`config.mk`:
```
export PLATFORM = sky130hd
export DESIGN_NAME = regfile_op_sequencer
export DESIGN_NICKNAME = d
export VERILOG_FILES = /design/src/rtl/regfile_pkg.sv /design/src/rtl/regsel_decode.sv /design/src/rtl/regfile_op_sequencer.sv
export SDC_FILE = /design/constraint.sdc
export NUM_CORES = 1
export LEC_CHECK = 0
export CAP_MARGIN = 20
export CORE_MARGIN = 1.5
export CORE_UTILIZATION = 44
export CTS_CLUSTER_DIAMETER = 120
export DETAILED_ROUTE_END_ITERATION = 10
export PLACE_DENSITY_LB_ADDON = 0.25
export SLEW_MARGIN = 20
export SYNTH_ARGS = -nofsm -noshare
export SYNTH_HDL_FRONTEND = slang
export SYNTH_SLANG_ARGS = --single-unit
```
`constraint.sdc`:
```
create_clock -name Clock -period 3.8 [get_ports Clock]
set_input_delay 0.76 -clock Clock [delete_from_list [all_inputs] [get_ports Clock]]
set_output_delay 0.76 -clock Clock [all_outputs]
set_load 0.05 [all_outputs]
```
`src/rtl/regfile_pkg.sv`:
```
// ----------------------------------------------------------------------------
// regfile_pkg
//   Shared constants for the register-file operation sequencer: command
//   opcodes, register-file function-select codes, register addresses and the
//   sequencer state encoding.
// ----------------------------------------------------------------------------
package regfile_pkg;

   localparam logic [2:0] OP_CLR = 3'd0;
   localparam logic [2:0] OP_LDI = 3'd1;
   localparam logic [2:0] OP_INC = 3'd2;
   localparam logic [2:0] OP_DEC = 3'd3;
   localparam logic [2:0] OP_MOV = 3'd4;
   localparam logic [2:0] OP_SWP = 3'd5;

   localparam logic [2:0] FUN_DEC  = 3'b000;
   localparam logic [2:0] FUN_INC  = 3'b001;
   localparam logic [2:0] FUN_LOAD = 3'b010;
   localparam logic [2:0] FUN_CLR  = 3'b011;
   localparam logic [2:0] FUN_HOLD = 3'b100;

   localparam logic [2:0] ADDR_R1 = 3'd0;
   localparam logic [2:0] ADDR_R2 = 3'd1;
   localparam logic [2:0] ADDR_R3 = 3'd2;
   localparam logic [2:0] ADDR_R4 = 3'd3;
   localparam logic [2:0] ADDR_S1 = 3'd4;
   localparam logic [2:0] ADDR_S2 = 3'd5;
   localparam logic [2:0] ADDR_S3 = 3'd6;
   localparam logic [2:0] ADDR_S4 = 3'd7;

   typedef enum logic [1:0] {
      ST_IDLE = 2'd0,
      ST_RD   = 2'd1,
      ST_WR   = 2'd2,
      ST_REJ  = 2'd3
   } seq_state_t;

   // Opcodes 6/7 are undefined; a swap that names the temporary register as
   // an operand would overwrite its own operand mid-sequence.
   function automatic logic cmd_illegal(input logic [2:0] op,
                                        input logic [2:0] dst,
                                        input logic [2:0] src,
                                        input logic [2:0] tmp);
      return (op > OP_SWP) ||
             ((op == OP_SWP) && ((dst == tmp) || (src == tmp)));
   endfunction

   function automatic logic cmd_reads(input logic [2:0] op);
      return (op == OP_MOV) || (op == OP_SWP);
   endfunction

endpackage

```
`src/rtl/regsel_decode.sv`:
```
// ----------------------------------------------------------------------------
// regsel_decode
//   Turns a 3-bit register address plus write enable into the register
//   file's two active-low enable nibbles. At most one bit of the combined
//   byte is low; none when we=0.
// Ports
//   addr     in  3   0-3 = R1-R4, 4-7 = S1-S4
//   we       in  1   write this cycle
//   reg_sel  out 4   bit3 = R1 .. bit0 = R4, active low
//   scr_sel  out 4   bit3 = S1 .. bit0 = S4, active low
// ----------------------------------------------------------------------------
module regsel_decode
   import regfile_pkg::*;
(
   input  logic [2:0] addr,
   input  logic       we,
   output logic [3:0] reg_sel,
   output logic [3:0] scr_sel
);

   logic [1:0] bit_idx;

   // Address 0 of each bank sits on bit 3 of its nibble.
   assign bit_idx = 2'd3 - addr[1:0];

   always_comb begin
      reg_sel = 4'b1111;
      scr_sel = 4'b1111;
      if (we) begin
         if (addr >= ADDR_S1) begin
            scr_sel[bit_idx] = 1'b0;
         end else begin
            reg_sel[bit_idx] = 1'b0;
         end
      end
   end

endmodule

```
`src/rtl/regfile_op_sequencer.sv`:
```
// ----------------------------------------------------------------------------
// regfile_op_sequencer
//   Accepts one register-file command at a time (CLR/LDI/INC/DEC/MOV/SWP)
//   over a valid/ready handshake and sequences the file's function select,
//   write enables and read-port address, hiding the read latency.
//
//   state | meaning
//   IDLE  | ready for a command; Done/Err pulse here after retirement
//   RD    | OutASel = phase source, waiting RD_LAT cycles for OutA
//   WR    | exactly one destination enable low for one cycle
//   REJ   | illegal command, one cycle, no enable, then Done+Err
//
// Parameters
//   DATA_W    data width
//   RD_LAT    register-file read latency, 1..3
//   SWAP_TMP  address used as the swap temporary
// Ports
//   Clock, Reset            clock; synchronous active-high reset
//   CmdValid/CmdReady       command handshake
//   CmdOp/CmdDst/CmdSrc     opcode and operand addresses
//   CmdData                 LDI immediate
//   Done/Err/Busy           retirement pulse, reject pulse, non-idle flag
//   RF_OutA                 register-file read port A data
//   RF_I, RF_FunSel         register-file write data and function
//   RF_RegSel, RF_ScrSel    active-low enables
//   RF_OutASel, RF_OutBSel  read-port addresses (B shows latched Dst)
//   OpCount                 retired legal commands, only with
//                           REGSEQ_OPCOUNT_EN defined
// ----------------------------------------------------------------------------
module regfile_op_sequencer
   import regfile_pkg::*;
#(
   parameter int         DATA_W   = 16,
   parameter int         RD_LAT   = 1,
   parameter logic [2:0] SWAP_TMP = ADDR_S4
) (
   input  logic              Clock,
   input  logic              Reset,
   input  logic              CmdValid,
   output logic              CmdReady,
   input  logic [2:0]        CmdOp,
   input  logic [2:0]        CmdDst,
   input  logic [2:0]        CmdSrc,
   input  logic [DATA_W-1:0] CmdData,
   output logic              Done,
   output logic              Err,
   output logic              Busy,
   input  logic [DATA_W-1:0] RF_OutA,
   output logic [DATA_W-1:0] RF_I,
   output logic [2:0]        RF_FunSel,
   output logic [3:0]        RF_RegSel,
   output logic [3:0]        RF_ScrSel,
   output logic [2:0]        RF_OutASel,
   output logic [2:0]        RF_OutBSel
`ifdef REGSEQ_OPCOUNT_EN
   ,
   output logic [15:0]       OpCount
`endif
);

   localparam logic [1:0] RD_LOAD = 2'(RD_LAT - 1);

   seq_state_t        state_q, state_d;
   logic [2:0]        op_q, dst_q, src_q;
   logic [DATA_W-1:0] data_q;
   logic [1:0]        phase_q;
   logic [1:0]        rd_cnt_q;
   logic              done_q, err_q;

   logic [2:0]        rd_addr, wr_addr;
   logic              wr_en;

   // state register and command/phase/timer bookkeeping
   always_ff @(posedge Clock) begin
      if (Reset) begin
         state_q  <= ST_IDLE;
         op_q     <= OP_CLR;
         dst_q    <= ADDR_R1;
         src_q    <= ADDR_R1;
         data_q   <= '0;
         phase_q  <= 2'd0;
         rd_cnt_q <= 2'd0;
         done_q   <= 1'b0;
         err_q    <= 1'b0;
      end else begin
         state_q <= state_d;
         done_q  <= 1'b0;
         err_q   <= 1'b0;
         case (state_q)
            ST_IDLE: begin
               if (CmdValid) begin
                  op_q     <= CmdOp;
                  dst_q    <= CmdDst;
                  src_q    <= CmdSrc;
                  data_q   <= CmdData;
                  phase_q  <= 2'd0;
                  rd_cnt_q <= RD_LOAD;
               end
            end
            ST_RD: begin
               if (rd_cnt_q != 2'd0) begin
                  rd_cnt_q <= rd_cnt_q - 2'd1;
               end
            end
            ST_WR: begin
               if (state_d == ST_RD) begin
                  phase_q  <= phase_q + 2'd1;
                  rd_cnt_q <= RD_LOAD;
               end else begin
                  done_q <= 1'b1;
               end
            end
            ST_REJ: begin
               done_q <= 1'b1;
               err_q  <= 1'b1;
            end
            default: ;
         endcase
      end
   end

   // next-state logic
   always_comb begin
      state_d = state_q;
      case (state_q)
         ST_IDLE: begin
            if (CmdValid) begin
               if (cmd_illegal(CmdOp, CmdDst, CmdSrc, SWAP_TMP)) begin
                  state_d = ST_REJ;
               end else if (cmd_reads(CmdOp)) begin
                  state_d = ST_RD;
               end else begin
                  state_d = ST_WR;
               end
            end
         end
         ST_RD: begin
            if (rd_cnt_q == 2'd0) begin
               state_d = ST_WR;
            end
         end
         ST_WR: begin
            if ((op_q == OP_SWP) && (phase_q != 2'd2)) begin
               state_d = ST_RD;
            end else begin
               state_d = ST_IDLE;
            end
         end
         ST_REJ:  state_d = ST_IDLE;
         default: state_d = ST_IDLE;
      endcase
   end

   // outputs; swap phases: 0 TMP<-Dst, 1 Dst<-Src, 2 Src<-TMP
   always_comb begin
      CmdReady   = (state_q == ST_IDLE);
      Busy       = (state_q != ST_IDLE);
      Done       = done_q;
      Err        = err_q;
      rd_addr    = src_q;
      wr_addr    = dst_q;
      if (op_q == OP_SWP) begin
         case (phase_q)
            2'd0: begin
               rd_addr = dst_q;
               wr_addr = SWAP_TMP;
            end
            2'd1: begin
               rd_addr = src_q;
               wr_addr = dst_q;
            end
            default: begin
               rd_addr = SWAP_TMP;
               wr_addr = src_q;
            end
         endcase
      end
      RF_OutASel = rd_addr;
      RF_OutBSel = dst_q;
      wr_en      = (state_q == ST_WR);
      RF_FunSel  = FUN_HOLD;
      RF_I       = '0;
      if (wr_en) begin
         case (op_q)
            OP_CLR: RF_FunSel = FUN_CLR;
            OP_LDI: begin
               RF_FunSel = FUN_LOAD;
               RF_I      = data_q;
            end
            OP_INC: RF_FunSel = FUN_INC;
            OP_DEC: RF_FunSel = FUN_DEC;
            default: begin
               RF_FunSel = FUN_LOAD;
               RF_I      = RF_OutA;
            end
         endcase
      end
   end

   regsel_decode u_regsel_decode (
      .addr    (wr_addr),
      .we      (wr_en),
      .reg_sel (RF_RegSel),
      .scr_sel (RF_ScrSel)
   );

`ifdef REGSEQ_OPCOUNT_EN
   logic [15:0] op_count_q;

   // counts exactly the cycles that set Done without Err
   always_ff @(posedge Clock) begin
      if (Reset) begin
         op_count_q <= 16'd0;
      end else if ((state_q == ST_WR) && (state_d == ST_IDLE)) begin
         op_count_q <= op_count_q + 16'd1;
      end
   end

   assign OpCount = op_count_q;
`endif

endmodule
```
### After elaboration in Yosys (flattened, before gate mapping)

Cells that the tools add are included.
Widths: inputs -> output; s select.

* output and inout port bits: 37
* bits in read-only memories: 0
* memories kept: 0
* flip-flop bits (word level): 33
* word-level logic and storage cells: 81
* memory bits (writable): 0
* bits in latches: 0
* input bits: 44

* magnitude comparators: 4
* $mul: 0
* equality and inequality tests: 17
* divide/modulo/power cells: 0
* mux-type cells: 29
* $add $sub $neg: 3
* reductions and logical operators: 18
* shift operators: 0
* bitwise logic cells: 1

Operator list (number)
* $pmux 16 s2: 1
* $mux 16: 1
* $mux 2: 8
* $mux 4: 4
* $eq 3x3->1 const B: 5
* $pmux 2 s3: 2
* $pmux 3 s2: 2
* $mux 3: 3
* $ne 2x2->1 const B: 4
* $pmux 2 s4: 1
* $eq 2x1->1 const B: 3
* $eq 3x2->1 const B: 2
* $logic_not 2->1: 3
* $reduce_bool 2->1: 3
* $eq 2x2->1 const B: 2
* $mux 1: 4
* $not 4->4: 1
* $pmux 2 s2: 1
* $reduce_and 4->1: 1
* $eq 3x1->1 const B: 1
* $ge 3x3->1 const B: 1
* $gt 3x3->1 const B: 1
* $logic_and 1x1->1: 3
* $logic_not 3->1: 1
* other kinds (12): 14

### Depth between registers and ports, before layout

* word-level depth: 11
* mapped depth: 6
* mapped depth without buffers: 6

### By module

A second synthesis with hierarchy kept.

* cells, all modules: 227
* area total of the unflattened synthesis: 1788.0 um2

By module, submodules not included
* regfile_op_sequencer: instances 1, cells each 219, area each 1711.6 um2, seq. area each 660.6 um2
* regsel_decode: instances 1, cells each 8, area each 76.3 um2, seq. area each 0.0 um2

### Worst setup path before layout

OpenSTA, ideal clock, no wires.

* kind: reg-to-output
* from: register state_q[1]
* to: output port RF_I[10]
* cell stages (with the launch flop): 7
* path buffers: 2
* required time: 3.040 ns
* data arrival time: 2.211 ns
* setup slack: 0.829 ns
* path through: dfxtp_1 -> inv_1 -> nor2_1 -> inv_1 -> clkbuf_1 -> clkbuf_1 -> nor2_1

* longest elaborated chain between the ends: 2

RTL lines
* start: declaration: RTL line regfile_op_sequencer.sv:63 `seq_state_t state_q, state_d;`
* start signal: assignment: RTL line regfile_op_sequencer.sv:86 `state_q <= state_d;`
* $eq 2x2->1: RTL line regfile_op_sequencer.sv:180 `wr_en = (state_q == ST_WR);`
* $mux 16: RTL line regfile_op_sequencer.sv:183 `if (wr_en) begin`
* end: declaration: RTL line regfile_op_sequencer.sv:49 `output logic [DATA_W-1:0] RF_I,`

No other way between the ends.

### Final worst setup path

* from: register state_q[1]
* to: output port RF_FunSel[1]

* longest elaborated chain between the ends: 2

RTL lines
* $eq 2x2->1: RTL line regfile_op_sequencer.sv:180
* $mux 3: RTL line regfile_op_sequencer.sv:183
* end: declaration: RTL line regfile_op_sequencer.sv:50 `output logic [2:0] RF_FunSel,`

No other way between the ends.

==> metrics.csv <==
stage,metric,value,unit
run_status,run status,completed,
routing,wire per inst,13.5,um
clock_network,Post-CTS Hold Fix Bufs,0,
clock_network,CTS Buf Count,5,
die,area of the die,4230,um2
cells_and_area,fraction of layout cells with a size suffix above 1,7.35,%
worst_hold_path,Hold Path Class,register to register,
pwr,Int Power,673,uW
placement,GPL Wtd Cong,0.809,
critical_path,arrival time worst endpoint,2710,ps
clock_network,clk_lat worst skew,290,ps
timing,worst setup margin,334,ps
logic_synthesis,library cells used by synthesis,28,
routing,met3 WL,405,um
routing,post-route DRC violation count,0,
timing,final hold vios,0,
die,I/O Pins,81,
routing,vias,1916,
critical_path,Setup CP Type,register to output port,
clock_network,Worst-path clk slew,70,ps
pwr,VDD IR-drop max,245,uV
die,Initial Util,46.0,%
routing,post-route ant nets,0,
grt,largest net degree at the start of global routing,28,
critical_path,critical path startpoint,state_q[1]$_SDFF_PP0_,
clock_network,Root Buffer,clkbuf_8,
pwr,Reg power frac,40.3,%
timing,Final Max Slew Viols,0,
timing,Worst-Margin Slew,924,ps
cells_and_area,# diodes,0,
routing,top sig layer,met4,
logic_synthesis,syn nets,284,
logic_synthesis,Synth warnings,0,
grt,total grt overflow,0,
pwr,Logic pwr share,23.4,%
timing,Final period util,91.2,%
critical_path,Crit. End Element,output port,
clock_network,clk sink count,33,
logic_synthesis,number of flops mapped to enable cells by yosys,0,
die,Placement Rows,22,
critical_path,worst reg2reg path startpoint,state_q[1]$_SDFF_PP0_,
routing,Routed WL,4.87,mm
pwr,PwrDens,362,nW/um2
clock_network,CTS tree,done,
placement,DP Worst Slack,645,ps
logic_synthesis,async set or reset register ratio after synthesis,0,%
clock_network,H-tree levels,2,
worst_hold_path,Hold Startpoint,data_q[0]$_SDFFE_PP0P_,
logic_synthesis,Syn Inst Count,236,
clock_network,clk buf depth,2,
clock_network,Post-CTS Setup Bufs,0,
clock_network,PostCTS Resize Cnt,0,
flow_run,Max-Cap Viols,0,
logic_synthesis,area of the mapped netlist,1700,um2
logic_synthesis,most common flop cell mapped by yosys,dfxtp_1,
routing,WL met2,2.29,mm
pwr,Switching Share,29.2,%
timing,RSZ-0062 raised after global routing,false,
die,core area,3690,um2
timing,relative slew slack,38.2,%
cells_and_area,Layout area overhead,55.2,%
logic_synthesis,syn avg cell area,7.18,um2
routing,initial DRC count,137,
grt,vias in the first global route,1679,
die,die width,65.1,um
timing,Setup Total Neg Slack,0,ps
cells_and_area,"commonest non-fill, non-tap cell in the layout",clkdlybuf4s50_1,
cells_and_area,"commonest non-fill, non-tap cells in the layout","clkdlybuf4s50_1, nand2_1, a21oi_1, dfxtp_1, nor2_1",
timing,Fin Clk Skew,4.15,ps
logic_synthesis,sequential fraction of the synthesis area,39.0,%
routing,drt pass-1 iters,5,
grt,global-route wire length before repair,7.68,mm
timing,Fmax,0.289,GHz
pwr,NetSw,278,uW
routing,Vias per Instance,5.31,
pwr,clock share of power,36.3,%
critical_path,Setup crit start kind,register,
placement,post-DP HPWL,3.38,mm
die,die height,65.1,um
grt,antenna violations before repair,0,
placement,port buffer count,80,
routing,WL met1,2.12,mm
cells_and_area,Nets,360,
timing,post-layout min period,3470,ps
critical_path,Critical Path RT,3040,ps
pwr,total leakage power,0.935,nW
critical_path,critical-path maximum fanout,25,
logic_synthesis,number of synthesized register bits,33,
grt,gr usage total,23.7,%
timing,Final setup viols,0,
synthesized netlist by cell type, types with 2 or more instances:
cell type,count,area share [%]
o22a_1,2,1.0
nand4_1,6,2.2
dfxtp_1,33,39
or4_1,4,1.8
nor3_1,4,1.2
a22oi_1,16,7.1
nand2b_1,2,0.74
nand3_1,6,1.8
o21ai_0,6,1.8
nand3b_1,2,0.89
clkbuf_1,12,2.7
nor2_1,21,4.6
o22ai_1,2,0.74
inv_1,11,2.4
buf_2,2,0.59
a21o_1,2,0.89
a21oi_1,35,10
nand2_1,56,12
nor3b_1,2,0.89
ha_1,4,3.0
final cells by class:
type | instances | area (um2)
fillers | 324 | 1060
multi-input cells | 177 | 940
flip-flops and latches | 33 | 661
clock inverters | 1 | 30.0
well taps | 48 | 60.1
inverters | 11 | 41.3
clock buffers | 7 | 86.3
repair buffers | 84 | 813
critical path, cell delays in order (launching register included):
cell             delay, ps
dfxtp_1                420
inv_1                  150
nor2_1                 280
inv_1                  390
a21oi_1                320
clkdlybuf4s50_1        850
per-layer routing:
layer / GRT usage (%) / vias up
met3: 6.94 / 6
met1: 30.1 / 861
li1: - / 964
met2: 37.1 / 85
met4: 10.4 / 0
met5: 0 / -
metrics by stage:
| stage | util (%) | power (mW) | hold slack (ps) | std cells | area (um2) |
|---|---|---|---|---|---|
| finish | 71.3 | 0.951 | 455 | 361 | 2630 |
| global placement | 68.2 | 0.609 | 443 | 353 | 2510 |
| CTS | 71.3 | 0.958 | 455 | 361 | 2630 |
| global route | 71.3 | 0.995 | 484 | 361 | 2630 |
| detailed placement | 68.2 | 0.612 | 446 | 353 | 2510 |
| floorplan | - | 0.516 | 436 | 236 | 1700 |
flip-flops by register name, indices dropped and copies added, names as in the netlist:
register / cells
data_q: 16
RF_OutBSel: 3
op_q: 3
src_q: 3
phase_q: 2
rd_cnt_q: 2
state_q: 2
Done: 1
Err: 1
power by group through the flow:
stage | Sequential [mW] | Combinational (mW) | Clock [mW]
3_5_place_dp | 0.390 | 0.222 | 0
5_1_grt | 0.385 | 0.241 | 0.370
6_report | 0.383 | 0.223 | 0.346
3_3_place_gp | 0.390 | 0.219 | 0
4_1_cts | 0.382 | 0.223 | 0.353
2_1_floorplan | 0.394 | 0.121 | 0
final timing paths:
path,endpoint,slack [ps],cells past startpoint
min reg2reg,data_q[0]$_SDFFE_PP0P_,450,2
min,data_q[0]$_SDFFE_PP0P_,450,2
max reg2reg,phase_q[0]$_SDFFE_PP0P_,1690,6
max,RF_FunSel[1],330,5
cell families after synthesis:
logic type      count (synthesis)  synth area share (%)
simple gates                  107                  28.6
compound gates                 66                  23.5
flops                          33                  39.0
buf+inv                        26                  5.90
fa+ha+maj                       4                  2.95
No activity file was read; power rests on OpenSTA's default activity.
